## config.mk

```make
export PLATFORM = sky130hd
export DESIGN_NAME = key_debounce
export DESIGN_NICKNAME = d
export VERILOG_FILES = /design/src/rtl/key_debounce_pkg.sv /design/src/rtl/key_debounce_ch.sv /design/src/rtl/key_debounce.sv
export SDC_FILE = /design/constraint.sdc
export NUM_CORES = 1
export LEC_CHECK = 0
export ABC_CLOCK_PERIOD_IN_PS = 2200
export BUFFER_PORTS_ARGS = -buffer_cell sky130_fd_sc_hd__buf_2
export CORE_ASPECT_RATIO = 0.5
export CORE_UTILIZATION = 50
export DETAILED_ROUTE_END_ITERATION = 10
export PLACE_DENSITY = 0.7
export SYNTH_ARGS = -nofsm -noshare
export SYNTH_HDL_FRONTEND = slang
export SYNTH_HIERARCHICAL = 1
export SYNTH_SLANG_ARGS = --single-unit
```

## constraint.sdc

```tcl
create_clock -name i_clk_25m -period 2.2 [get_ports i_clk_25m]
set_input_delay 0.66 -clock i_clk_25m [delete_from_list [all_inputs] [get_ports i_clk_25m]]
set_output_delay 0.66 -clock i_clk_25m [all_outputs]
set_load 0.03 [all_outputs]
```

## src/rtl/key_debounce_pkg.sv

```systemverilog
// Shared types and elaboration helpers for the key debounce block.
package key_debounce_pkg;

    // Per-channel debounce state.
    typedef enum logic [1:0] {
        UP        = 2'd0,
        WAIT_DOWN = 2'd1,
        DOWN      = 2'd2,
        WAIT_UP   = 2'd3
    } key_state_t;

    // Number of clock cycles spanning the given number of milliseconds.
    function automatic int unsigned f_ms2cycles(input int unsigned clk_hz,
                                                input int unsigned ms);
        return (clk_hz / 32'd1000) * ms;
    endfunction

    // Counter width able to hold every value from 0 up to and including cycles.
    function automatic int unsigned f_cntw(input int unsigned cycles);
        return $clog2(cycles + 32'd1);
    endfunction

endpackage

```

## src/rtl/key_debounce_ch.sv

```systemverilog
// One key channel: 2-flop synchroniser, debounce FSM with a shared
// stable/hold counter, and registered level, press, release and long pulses.
module key_debounce_ch
    import key_debounce_pkg::*;
#(
    parameter int unsigned DEB_CYCLES  = 32'd10,
    parameter int unsigned LONG_CYCLES = 32'd50,
    parameter int unsigned CNT_W       = 32'd6,
    parameter bit          ACTIVE_LOW  = 1'b1
) (
    input  logic i_clk_25m,
    input  logic i_rst,
    input  logic i_key,
    output logic o_level,
    output logic o_press,
    output logic o_release,
    output logic o_long,
    output logic o_press_nxt
);

    localparam logic [CNT_W-1:0] CNT_ZERO  = {CNT_W{1'b0}};
    localparam logic [CNT_W-1:0] CNT_ONE   = CNT_W'(32'd1);
    localparam logic [CNT_W-1:0] DEB_LAST  = CNT_W'(DEB_CYCLES - 32'd1);
    localparam logic [CNT_W-1:0] LONG_LAST = CNT_W'(LONG_CYCLES - 32'd1);
    localparam logic [CNT_W-1:0] LONG_SAT  = CNT_W'(LONG_CYCLES);
    // Raw pin value of a released key; the synchroniser resets to it so a
    // reset never looks like an edge.
    localparam logic             KEY_IDLE  = ACTIVE_LOW;

    logic [1:0]       sync_q;
    logic [1:0]       sync_d;
    logic             key_p_s;
    key_state_t       state_q;
    key_state_t       state_d;
    logic [CNT_W-1:0] cnt_q;
    logic [CNT_W-1:0] cnt_d;
    logic             level_q;
    logic             level_d;
    logic             press_q;
    logic             press_d;
    logic             release_q;
    logic             release_d;
    logic             long_q;
    logic             long_d;

    // Shift the raw pin into the synchroniser and normalise it to 1 = pressed.
    always_comb begin
        sync_d = {sync_q[0], i_key};
        if (ACTIVE_LOW) begin
            key_p_s = ~sync_q[1];
        end else begin
            key_p_s = sync_q[1];
        end
    end

    // Next state, counter and pulse requests; the counter measures stability
    // in the WAIT states and hold time in DOWN.
    always_comb begin
        state_d   = state_q;
        cnt_d     = cnt_q;
        press_d   = 1'b0;
        release_d = 1'b0;
        long_d    = 1'b0;
        case (state_q)
            UP: begin
                cnt_d = CNT_ZERO;
                if (key_p_s) begin
                    state_d = WAIT_DOWN;
                end else begin
                    state_d = UP;
                end
            end
            WAIT_DOWN: begin
                if (key_p_s) begin
                    if (cnt_q == DEB_LAST) begin
                        state_d = DOWN;
                        cnt_d   = CNT_ZERO;
                        press_d = 1'b1;
                    end else begin
                        cnt_d = cnt_q + CNT_ONE;
                    end
                end else begin
                    state_d = UP;
                    cnt_d   = CNT_ZERO;
                end
            end
            DOWN: begin
                if (key_p_s) begin
                    // Saturate after the long pulse so it fires once per hold.
                    if (cnt_q == LONG_LAST) begin
                        long_d = 1'b1;
                        cnt_d  = LONG_SAT;
                    end else if (cnt_q < LONG_LAST) begin
                        cnt_d = cnt_q + CNT_ONE;
                    end else begin
                        cnt_d = cnt_q;
                    end
                end else begin
                    state_d = WAIT_UP;
                    cnt_d   = CNT_ZERO;
                end
            end
            WAIT_UP: begin
                if (!key_p_s) begin
                    if (cnt_q == DEB_LAST) begin
                        state_d   = UP;
                        cnt_d     = CNT_ZERO;
                        release_d = 1'b1;
                    end else begin
                        cnt_d = cnt_q + CNT_ONE;
                    end
                end else begin
                    // Release bounce: back to DOWN, the long-press timer restarts.
                    state_d = DOWN;
                    cnt_d   = CNT_ZERO;
                end
            end
            default: begin
                state_d = UP;
                cnt_d   = CNT_ZERO;
            end
        endcase
    end

    // Debounced level follows the state being entered so it moves with the pulses.
    always_comb begin
        if ((state_d == DOWN) || (state_d == WAIT_UP)) begin
            level_d = 1'b1;
        end else begin
            level_d = 1'b0;
        end
    end

    // Synchroniser, FSM, counter and output registers with synchronous reset.
    always_ff @(posedge i_clk_25m) begin
        if (i_rst) begin
            sync_q    <= {2{KEY_IDLE}};
            state_q   <= UP;
            cnt_q     <= CNT_ZERO;
            level_q   <= 1'b0;
            press_q   <= 1'b0;
            release_q <= 1'b0;
            long_q    <= 1'b0;
        end else begin
            sync_q    <= sync_d;
            state_q   <= state_d;
            cnt_q     <= cnt_d;
            level_q   <= level_d;
            press_q   <= press_d;
            release_q <= release_d;
            long_q    <= long_d;
        end
    end

    assign o_level     = level_q;
    assign o_press     = press_q;
    assign o_release   = release_q;
    assign o_long      = long_q;
    // Unregistered press request, used by the top to register the any-press OR.
    assign o_press_nxt = press_d;

endmodule

```

## src/rtl/key_debounce.sv

```systemverilog
// Multi-key debounce front end: one independent channel per key plus a
// registered any-press flag aligned with the per-key press pulses.
module key_debounce
    import key_debounce_pkg::*;
#(
    parameter int unsigned NUM_KEYS    = 32'd4,
    parameter int unsigned CLK_HZ      = 32'd25_000_000,
    parameter int unsigned DEBOUNCE_MS = 32'd20,
    parameter int unsigned LONG_MS     = 32'd1000,
    parameter bit          ACTIVE_LOW  = 1'b1
) (
    input  logic                i_clk_25m,
    input  logic                i_rst,
    input  logic [NUM_KEYS-1:0] i_key,
    output logic [NUM_KEYS-1:0] o_key_level,
    output logic [NUM_KEYS-1:0] o_key_press,
    output logic [NUM_KEYS-1:0] o_key_release,
    output logic [NUM_KEYS-1:0] o_key_long,
    output logic                o_any_press
);

    localparam int unsigned DEB_CYCLES  = f_ms2cycles(CLK_HZ, DEBOUNCE_MS);
    localparam int unsigned LONG_CYCLES = f_ms2cycles(CLK_HZ, LONG_MS);
    localparam int unsigned MAX_CYCLES  = (DEB_CYCLES > LONG_CYCLES) ? DEB_CYCLES : LONG_CYCLES;
    localparam int unsigned CNT_W       = f_cntw(MAX_CYCLES);

    // The FSM needs at least two debounce cycles, and the long pulse must
    // come strictly after the press pulse.
    if ((DEB_CYCLES < 32'd2) || (LONG_CYCLES <= DEB_CYCLES)) begin : g_bad_params
        $error("key_debounce: need DEB_CYCLES >= 2 and LONG_CYCLES > DEB_CYCLES");
    end

    logic [NUM_KEYS-1:0] press_nxt_s;
    logic                any_press_q;
    logic                any_press_d;

    for (genvar gi = 0; gi < NUM_KEYS; gi++) begin : g_ch
        key_debounce_ch #(
            .DEB_CYCLES  (DEB_CYCLES),
            .LONG_CYCLES (LONG_CYCLES),
            .CNT_W       (CNT_W),
            .ACTIVE_LOW  (ACTIVE_LOW)
        ) u_ch (
            .i_clk_25m   (i_clk_25m),
            .i_rst       (i_rst),
            .i_key       (i_key[gi]),
            .o_level     (o_key_level[gi]),
            .o_press     (o_key_press[gi]),
            .o_release   (o_key_release[gi]),
            .o_long      (o_key_long[gi]),
            .o_press_nxt (press_nxt_s[gi])
        );
    end

    // OR of next-cycle press requests so the registered flag matches o_key_press.
    always_comb begin
        any_press_d = |press_nxt_s;
    end

    // Any-press output register.
    always_ff @(posedge i_clk_25m) begin
        if (i_rst) begin
            any_press_q <= 1'b0;
        end else begin
            any_press_q <= any_press_d;
        end
    end

    assign o_any_press = any_press_q;

endmodule

```

==> results of run 1 <==
## metrics by stage
stage	total power, mW	cells	area, sq um
final	5.57	1281	9840
after global routing	5.71	1281	9840
after CTS	5.60	1266	9440
after detailed placement	2.50	1231	8710
after global placement	2.50	1231	8710
after floorplan	2.47	931	7680
## kinds of logic (layout without fill, tap and decap cells)
logic type               Yosys count  after routing  synth area share
AO/OA/AOI/OAI                    209            209             0.203
XOR/XNOR                          21             21            0.0240
adder cells (fa/ha/maj)            4              4           0.00653
flip-flops                       130            130             0.340
multiplexers                       4              4           0.00522
buffers and inverters             86            238            0.0635
AND/OR/NAND/NOR                  477            477             0.358
## where the power goes
| part | switching (mW) | internal (mW) |
|---|---|---|
| Clock | 1.12 | 2.00 |
| Combinational | 0.0515 | 0.0266 |
| Sequential | 0.00865 | 2.36 |
| Total | 1.18 | 4.38 |
## cells in the final DEF (no fill, tap or decap), types with 14 or more instances in the layout
master                      count
sky130_fd_sc_hd__a31oi_1       18
sky130_fd_sc_hd__nand4_1       40
sky130_fd_sc_hd__dfxtp_2       22
sky130_fd_sc_hd__buf_4        133
sky130_fd_sc_hd__nor3_1        25
sky130_fd_sc_hd__o21ai_0       14
sky130_fd_sc_hd__nor4_1        17
sky130_fd_sc_hd__nor2_1        72
sky130_fd_sc_hd__dfxtp_1      106
sky130_fd_sc_hd__or4_1         26
sky130_fd_sc_hd__or3_1         18
sky130_fd_sc_hd__a21oi_1       62
sky130_fd_sc_hd__nand2_1       91
sky130_fd_sc_hd__inv_1         35
sky130_fd_sc_hd__buf_2         21
sky130_fd_sc_hd__xor2_1        15
sky130_fd_sc_hd__nand3_1       53
sky130_fd_sc_hd__clkbuf_16     20
sky130_fd_sc_hd__o31ai_1       37
## worst max-delay path by stage
stage                                      from                endpoint  slack (ps)  cells past startpoint
after global placement    g_ch[3].u_ch/cnt_q[9]  g_ch[3].u_ch/cnt_q[20]          10                      7
after global routing      g_ch[3].u_ch/cnt_q[9]  g_ch[3].u_ch/cnt_q[20]        -120                      7
after floorplan           g_ch[3].u_ch/cnt_q[1]  g_ch[3].u_ch/cnt_q[20]          -4                      7
after detailed placement  g_ch[3].u_ch/cnt_q[9]   g_ch[3].u_ch/cnt_q[9]         -70                      7
after CTS                 g_ch[3].u_ch/cnt_q[9]  g_ch[3].u_ch/cnt_q[20]         -50                      7
final                     g_ch[3].u_ch/cnt_q[9]  g_ch[3].u_ch/cnt_q[20]        -110                      7
## registers in the layout, indices dropped and copies added (netlist names)
name / count
g_ch.u_ch/o_level: 4
g_ch.u_ch/cnt_q: 100
g_ch.u_ch/o_long: 4
g_ch.u_ch/o_release: 4
g_ch.u_ch/o_press: 4
o_any_press: 1
g_ch.u_ch/sync_q: 8
g_ch.u_ch/state_q: 5
## layout make-up
class | count | area [sq um]
fill | 1190 | 4860
inverter | 38 | 143
timing repair buffer | 168 | 1370
sequential | 130 | 2640
clock inverter | 11 | 175
multi-input combinational | 715 | 4790
tap | 198 | 248
clock buffer | 21 | 470
## critical path: cells and delay by family, from the launching register on
| family | cells | cell delay, ps |
|---|---|---|
| compound gates | 3 | 470 |
| buf+inv | 1 | 190 |
| flops | 1 | 320 |
| simple gates | 3 | 1250 |
## routing by layer
metal,routed length [um],vias up,global-route usage
met5,0,-,0
met4,630,0,0.121
met3,1400,74,0.0565
met2,10200,315,0.450
met1,9620,3787,0.344
li1,-,3803,-
## timing repair
action / in CTS / in global routing
buffers inserted: 2 / 12
resized for setup: 8 / 73
gates cloned: 1 / 3
pin swaps: 6 / 18
endpoints found under the setup margin: 17 / 84
==> results.toml, run 1 <==
[critical_path]
reg2reg_depth = 7
startpoint_type = "flip-flop"
reg_to_reg_critical_path_startpoint = "g_ch[3].u_ch/cnt_q[9]"
timing.critical_path.slowest_stage_cell = "sky130_fd_sc_hd__or4_4"
reg2reg_slack_ps = -110
worst_r2r_endpoint = "g_ch[3].u_ch/cnt_q[20]"
critical_path_class = "reg -> reg"
worst_setup_path_end_kind = "flip-flop"
crit_path_max_fanout = 7
cp_data_arrival_time_ps = 2660
sequence_of_cells_on_the_critical_path = "or4_4 > nor4_4 > a31o_4 > a31oi_4 > buf_12 > or4_1 > a31oi_1"
worst_path_largest_cell_delay_ps = 540
worstPathRequired_ps = 2550

[min_path]
worst_hold_path.endpoint = "g_ch[2].u_ch/sync_q[1]"
whs_path_depth = 1
min-delay-start = "g_ch[2].u_ch/sync_q[0]"
hold_path.class = "reg -> reg"

[drt]
drtAntennaViolNets = 0
iter_0_drt_violations = 602
via_count = 7979
routed_wl_um = 21900
routed_wire_length_per_instance_um = 17.1
via_per_instance_ratio = 6.23
drt_drc_violations_left = 0
detailedRoute.firstPassIterationCount = 5

[yosys]
syn-instance-count = 931
ys_seq_area_frac = 0.340
syn_avg_cell_area_sq_um = 8.23
synthArstFlopShare = 0
synth-warning-count = 6
synth_seq_cells = 130
ys_top_cells_by_count = "sky130_fd_sc_hd__dfxtp_1, sky130_fd_sc_hd__nand2_1, sky130_fd_sc_hd__nor2_1, sky130_fd_sc_hd__a21oi_1, sky130_fd_sc_hd__nand3_1"
yosysUniqueCellTypes = 65
synth-edff-count = 0
synth_top_cell_by_area = "sky130_fd_sc_hd__dfxtp_1"
dominantRegCellSynth = "sky130_fd_sc_hd__dfxtp_1"
synth_top_cell_area_share = 0.340
syn_area_sq_mm = 0.00766
yosysMostFrequentCell = "sky130_fd_sc_hd__dfxtp_1"
number_of_nets_in_the_synthesized_netlist = 941
synthTopCellsByArea = "sky130_fd_sc_hd__dfxtp_1, sky130_fd_sc_hd__nand2_1, sky130_fd_sc_hd__a21oi_1"

[timing]
setup_viol = 9
worst_hold_slack_ps = 413
timing.slew.headroom = 0.618
min_period_ps = 2310
postLayoutSetupSlackWorst_ps = -110
max_slew.worst_pin.slew_ps = 572
finalHoldViolCount = 0
min_period_over_period = 1.05
clock-skew-final_ps = 8.75
slew_violations = 0
peak_freq_mhz = 433
grt_setup_unrepaired = "yes"
setup-tns-final_ps = -327

[floorplanning]
io_pins = 23
fp.dieH_um = 89.5
area_of_the_die_sq_mm = 0.0159
rows = 31
floorplan.initialDensity = 0.521
fp.coreArea_sq_mm = 0.0147
die_x_um = 177

[clock_tree]
clock_path_buffers = 2
clock_tree.root_cell = "sky130_fd_sc_hd__clkbuf_16"
tritoncts = "yes"
path_clk_slew_ps = 60
cts_sinks = 130
cts_max_level = 4
cts_made_buffers = 17
post_cts_hold_buffer_count = 0
worstSkewPairLatency_ps = 420

[cells_and_area]
layout-drive-gt1-share = 0.293
flow.area_growth_from_synthesis_pct = 28.4
antennaDiodeCount = 0
finish.utilization = 0.669
fin_nets = 1080

[global_routing]
grt_start_max_net_pins = 45
vias_in_the_first_global_route = 7225
grtUsageTotal = 0.271
grt_first_pass_wirelength_um = 34200
globalRouteOverflowTotal = 0
number_of_antenna_violations_at_the_first_check_in_global_routing = 0

[place]
hpwl_um = 14800
place.gp.congestion = 0.955
numPortBuffers = 22
place_worst_setup_slack_ps = -73.2

[power_and_ir_drop]
vdd_ir_drop_max_v = 0.000562
power.static_leakage_nw = 3.31
pwr_density_cell_mw_per_mm2 = 566

[outcome]
failed_checks = "negative setup slack"
status = "finished with violations"

[job]
drv.max_cap_violation_count = 0
Power figures use the tool's default switching activity.
==> inputs of run 2 (changes only) <==
--- a/config.mk
+++ b/config.mk
@@ -5,12 +5,12 @@
 export SDC_FILE = /design/constraint.sdc
 export NUM_CORES = 1
 export LEC_CHECK = 0
-export ABC_CLOCK_PERIOD_IN_PS = 2200
+export ABC_CLOCK_PERIOD_IN_PS = 2100
 export BUFFER_PORTS_ARGS = -buffer_cell sky130_fd_sc_hd__buf_2
 export CORE_ASPECT_RATIO = 0.5
-export CORE_UTILIZATION = 50
+export CORE_UTILIZATION = 51
 export DETAILED_ROUTE_END_ITERATION = 10
-export PLACE_DENSITY = 0.7
+export PLACE_DENSITY = 0.71
 export SYNTH_ARGS = -nofsm -noshare
 export SYNTH_HDL_FRONTEND = slang
 export SYNTH_HIERARCHICAL = 1
==> constraint.sdc (replaced) <==
create_clock -name i_clk_25m -period 2.1 [get_ports i_clk_25m]
set_input_delay 0.63 -clock i_clk_25m [delete_from_list [all_inputs] [get_ports i_clk_25m]]
set_output_delay 0.63 -clock i_clk_25m [all_outputs]
set_load 0.03 [all_outputs]
==> results.toml, run 2 (synthesized netlist as in run 1, its figures left out) <==
[power_and_ir_drop]
power.static_leakage_nw = 3.69
power.switching_fraction = 0.229
total_power_mw = 5.54
pwr-share-comb = 0.016
power.share.clock = 0.537
power.sequential.fraction = 0.448
internal-power_mw = 4.27
vdd_ir_drop_max_v = 0.000549
pwr_density_cell_mw_per_mm2 = 529
net-switching-power_mw = 1.27

[place]
placedInstanceArea_sq_mm = 0.00914
place.gp.congestion = 0.952
numPortBuffers = 22
hpwl_um = 15700

[cells_and_area]
flow.area_growth_from_synthesis_pct = 36.8
largest_reg_flops = 100
final_common_cell = "sky130_fd_sc_hd__buf_4"
design_area_sq_mm = 0.0105
layout.cells.most_common_list = "sky130_fd_sc_hd__buf_4, sky130_fd_sc_hd__nand2_1, sky130_fd_sc_hd__dfxtp_1"
finish.utilization = 0.719
layout_top_registers = "g_ch.u_ch/cnt_q (100), g_ch.u_ch/sync_q (8), g_ch.u_ch/state_q (5)"
fin_nets = 1146
antennaDiodeCount = 0
fill_cells = 1063
layout-drive-gt1-share = 0.377
largest_register = "g_ch.u_ch/cnt_q"

[global_routing]
vias_in_the_first_global_route = 7516
grtUsageTotal = 0.286
globalRouteOverflowTotal = 0
grt_first_pass_wirelength_um = 35800
number_of_antenna_violations_at_the_first_check_in_global_routing = 0
grt_start_max_net_pins = 34

[timing]
clock-skew-final_ps = 8.96
postLayoutSetupSlackWorst_ps = -157
setup_viol = 36
peak_freq_mhz = 443
min_period_over_period = 1.07
grt_setup_unrepaired = "yes"
max_slew.worst_pin.slew_ps = 406
slew_violations = 0
timing.slew.headroom = 0.726
finalHoldViolCount = 0
setup-tns-final_ps = -2100
min_period_ps = 2260

[clock_tree]
worstSkewPairLatency_ps = 420
tritoncts = "yes"
clock_tree.root_cell = "sky130_fd_sc_hd__clkbuf_16"
cts_sinks = 130
cts_made_buffers = 17
path_clk_slew_ps = 60
clock_path_buffers = 2
cts_max_level = 4

[drt]
via_count = 8408
iter_0_drt_violations = 702
routed_wl_um = 23800
via_per_instance_ratio = 6.24
routed_wire_length_per_instance_um = 17.6
drtAntennaViolNets = 0
detailedRoute.firstPassIterationCount = 5
drt_drc_violations_left = 0

[floorplanning]
rows = 31
io_pins = 23
fp.dieH_um = 88.7
area_of_the_die_sq_mm = 0.0156
fp.coreArea_sq_mm = 0.0146
die_x_um = 175
floorplan.initialDensity = 0.525

[critical_path]
critical_path_class = "reg -> reg"
timing.critical_path.from = "g_ch[3].u_ch/cnt_q[9]"
cp_data_arrival_time_ps = 2600
crit_path_max_fanout = 7
worst_setup_path_end_kind = "flip-flop"
timing.critical_path.slowest_stage_cell = "sky130_fd_sc_hd__or4_4"
crit_path_frequent_cell = "sky130_fd_sc_hd__or4_4"
reg_to_reg_critical_path_startpoint = "g_ch[3].u_ch/cnt_q[9]"
worst_path_largest_cell_delay_ps = 540
sequence_of_cells_on_the_critical_path = "or4_4 > nor4_4 > a31o_4 > a31oi_4 > buf_4 > buf_6 > or4_4 > a21boi_2"
startpoint_type = "flip-flop"
worstPathRequired_ps = 2440

[outcome]
failed_checks = "negative setup slack"
status = "finished with violations"

[min_path]
hold_path.class = "in -> reg"
min-delay-start = "i_key[2]"

[job]
drv.max_cap_violation_count = 0
run 2: cell types whose count changed in the layout (fill, tap and decap cells not counted), moves of 5 or more:
cell / before / now
sky130_fd_sc_hd__a21oi_1: 62 / 57
sky130_fd_sc_hd__a21oi_2: 1 / 6
sky130_fd_sc_hd__buf_4: 133 / 191
sky130_fd_sc_hd__buf_6: 4 / 11
sky130_fd_sc_hd__clkinv_4: 2 / 7
sky130_fd_sc_hd__dfxtp_1: 106 / 79
sky130_fd_sc_hd__dfxtp_2: 22 / 48
sky130_fd_sc_hd__or4_1: 26 / 21
sky130_fd_sc_hd__or4_4: 4 / 9
run 2: timing repair:
item,in CTS,in global routing
endpoints found under the setup margin,66,95
pin swaps,6,52
hold buffers,0,0
resized for setup,32,122
cloned,0,4
setup buffers,4,22
run 2: worst paths after layout:
path                            end  slack, ps  depth (start not counted)
max reg2reg   g_ch[3].u_ch/cnt_q[8]       -160                          8
min          g_ch[2].u_ch/sync_q[0]        390                          2
max           g_ch[3].u_ch/cnt_q[8]       -160                          8
min reg2reg  g_ch[3].u_ch/sync_q[1]        410                          1
run 2: metrics by stage:
step / hold slack, ps / std cells / setup WS, ps
after global routing: 375 / 1347 / -198
after floorplan: 389 / 931 / -104
after CTS: 374 / 1321 / -132
after detailed placement: 393 / 1285 / -213
after global placement: 394 / 1285 / -211
final: 388 / 1347 / -157
run 2: critical path, delay by kind of cell, from the launching register on:
kind / cells / cell delay, ps
and+or+nand+nor: 3 / 1150
AOI/OAI and AO/OA: 3 / 430
DFF: 1 / 320
buffers and inverters: 2 / 280
run 2: cell type report:
cell class | instances | area, sq um | share of cell area
clock buffers | 19 | 433 | 0.0413
clock inverters | 13 | 155 | 0.0148
inverters | 38 | 143 | 0.0136
multi-input cells | 715 | 4960 | 0.474
flip-flops and latches | 130 | 2670 | 0.255
well taps | 198 | 248 | 0.0236
repair buffers | 234 | 1870 | 0.178
run 2: power groups by stage:
stage                     combinational, mW  sequential, mW  clock [mW]
after floorplan                      0.0521            2.54           0
after detailed placement             0.0826            2.54           0
after global placement               0.0805            2.54           0
after CTS                            0.0837            2.48        3.01
after global routing                 0.0931            2.48        3.14
final                                0.0870            2.48        2.97
run 2: routing by layer:
layer,part of all wire,up-vias,GRT usage
li1,-,3944,-
met1,0.43,4055,0.353
met2,0.48,340,0.493
met3,0.067,69,0.0704
met4,0.025,0,0.104
met5,0,-,0
==> inputs of run 3 (changes only) <==
--- a/config.mk
+++ b/config.mk
@@ -6,11 +6,11 @@
 export NUM_CORES = 1
 export LEC_CHECK = 0
 export ABC_CLOCK_PERIOD_IN_PS = 2100
-export BUFFER_PORTS_ARGS = -buffer_cell sky130_fd_sc_hd__buf_2
 export CORE_ASPECT_RATIO = 0.5
 export CORE_UTILIZATION = 51
 export DETAILED_ROUTE_END_ITERATION = 10
-export PLACE_DENSITY = 0.71
+export DONT_BUFFER_PORTS = 1
+export PLACE_DENSITY = 0.7
 export SYNTH_ARGS = -nofsm -noshare
 export SYNTH_HDL_FRONTEND = slang
 export SYNTH_HIERARCHICAL = 1
==> results.toml, run 3 (synthesized netlist as in run 1, its figures left out) <==
[outcome]
status = "finished with violations"
failed_checks = "negative setup slack"

[cells_and_area]
largest_reg_flops = 100
largest_register = "g_ch.u_ch/cnt_q"
flow.area_growth_from_synthesis_pct = 34.0
layout-drive-gt1-share = 0.349
fin_nets = 1118
antennaDiodeCount = 0
finish.utilization = 0.704
layout.cells.most_common_list = "sky130_fd_sc_hd__buf_4, sky130_fd_sc_hd__dfxtp_1, sky130_fd_sc_hd__nand2_1"
fill_cells = 1121
final_common_cell = "sky130_fd_sc_hd__buf_4"
layout_top_registers = "g_ch.u_ch/cnt_q (100), g_ch.u_ch/sync_q (8), g_ch.u_ch/state_q (5)"

[clock_tree]
clock_tree.root_cell = "sky130_fd_sc_hd__clkbuf_16"
worstSkewPairLatency_ps = 430
clock_path_buffers = 2
path_clk_slew_ps = 60
cts_sinks = 130
tritoncts = "yes"
cts_made_buffers = 17
cts_max_level = 4

[min_path]
whs_path_depth = 1
hold_path.class = "in -> reg"

[critical_path]
cp_data_arrival_time_ps = 2620
crit_path_max_fanout = 5
timing.critical_path.slowest_stage_cell = "sky130_fd_sc_hd__or4_4"
startpoint_type = "flip-flop"
worst_path_largest_cell_delay_ps = 540
worst_setup_path_end_kind = "flip-flop"
worstPathRequired_ps = 2440
crit_path_frequent_cell = "sky130_fd_sc_hd__or4_4"
critical_path_class = "reg -> reg"
sequence_of_cells_on_the_critical_path = "or4_4 > nor4_4 > a31o_4 > a31oi_4 > buf_6 > or4_4 > a31oi_1"
reg2reg_depth = 7

[floorplanning]
rows = 31
area_of_the_die_sq_mm = 0.0156
die_x_um = 175
fp.coreArea_sq_mm = 0.0146
floorplan.initialDensity = 0.525
io_pins = 23
fp.dieH_um = 88.7

[drt]
iter_0_drt_violations = 829
detailedRoute.firstPassIterationCount = 5
routed_wire_length_per_instance_um = 17.8
via_per_instance_ratio = 6.20
via_count = 8177
drt_drc_violations_left = 0
routed_wl_um = 23500
drtAntennaViolNets = 0

[global_routing]
grt_first_pass_wirelength_um = 35000
grt_start_max_net_pins = 101
grtUsageTotal = 0.281
vias_in_the_first_global_route = 7249
globalRouteOverflowTotal = 0
number_of_antenna_violations_at_the_first_check_in_global_routing = 0

[place]
numPortBuffers = 0
place_worst_setup_slack_ps = -107
place.gp.congestion = 0.980
hpwl_um = 14800

[power_and_ir_drop]
power.static_leakage_nw = 3.48
vdd_ir_drop_max_v = 0.000567
pwr_density_cell_mw_per_mm2 = 541

[job]
drv.max_cap_violation_count = 0

[timing]
setup-tns-final_ps = -2310
max_slew.worst_pin.slew_ps = 409
grt_setup_unrepaired = "yes"
slew_violations = 0
min_period_ps = 2270
timing.slew.headroom = 0.723
finalHoldViolCount = 0
worst_hold_slack_ps = 284
setup_viol = 41
postLayoutSetupSlackWorst_ps = -175
min_period_over_period = 1.08
clock-skew-final_ps = 9.87
peak_freq_mhz = 440
run 3: cell count changes in the layout (fill, tap and decap cells not counted), moves of 4 or more:
cell                       previous run  this run
sky130_fd_sc_hd__clkinv_4             7         2
sky130_fd_sc_hd__nand2_2             11        15
sky130_fd_sc_hd__buf_2               22         1
sky130_fd_sc_hd__dfxtp_2             48        27
sky130_fd_sc_hd__dfxtp_1             79       103
run 3: metal layers:
| metal | share of wire | wire, um | track usage |
|---|---|---|---|
| met4 | 0.026 | 604 | 0.102 |
| met5 | 0 | 0 | 0 |
| met3 | 0.062 | 1470 | 0.0644 |
| met1 | 0.42 | 9960 | 0.355 |
| met2 | 0.49 | 11500 | 0.475 |
run 3: layout make-up:
type	instances	area, sq um	share of cell area
Timing Repair Buffer	206	1680	0.163
Tap cell	198	248	0.0241
Multi-Input combinational cell	715	4970	0.484
Clock inverter	14	154	0.0150
Inverter	38	143	0.0139
Clock buffer	18	439	0.0428
Sequential cell	130	2640	0.257
run 3: worst paths after layout:
path / to / from / slack, ps
setup reg to reg: g_ch[3].u_ch/cnt_q[18] / g_ch[3].u_ch/cnt_q[9] / -170
hold / removal: g_ch[2].u_ch/cnt_q[24] / i_rst / 280
hold reg to reg: g_ch[1].u_ch/sync_q[1] / g_ch[1].u_ch/sync_q[0] / 410
setup / recovery: g_ch[3].u_ch/cnt_q[18] / g_ch[3].u_ch/cnt_q[9] / -170
run 3: power by group:
part / internal (mW) / switching, mW / leakage [nW]
Sequential: 2.48 / 0.00929 / 1.06
Clock: 1.80 / 1.24 / 0.284
Combinational: 0.0162 / 0.0191 / 2.14
Total: 4.29 / 1.27 / 3.48
run 3: worst max-delay path: cells and delay by family (launching register included):
family | cells | cell delay, ps
flops | 1 | 310
simple gates | 3 | 1240
buf+inv | 1 | 150
compound gates | 3 | 480
run 3: repair_timing:
action,in CTS,in global routing
gates resized for setup,22,108
gates cloned,0,5
pin swaps,6,52
setup endpoints to repair,38,92
buffers inserted,3,21
hold buffers,0,0
run 3: per-stage QoR:
stage | cell area (sq um) | std cells | power, mW
floorplan | 7680 | 931 | 2.59
global placement | 8940 | 1258 | 2.57
detailed placement | 8940 | 1258 | 2.57
CTS | 9640 | 1293 | 5.59
global route | 10300 | 1319 | 5.72
finish | 10300 | 1319 | 5.56
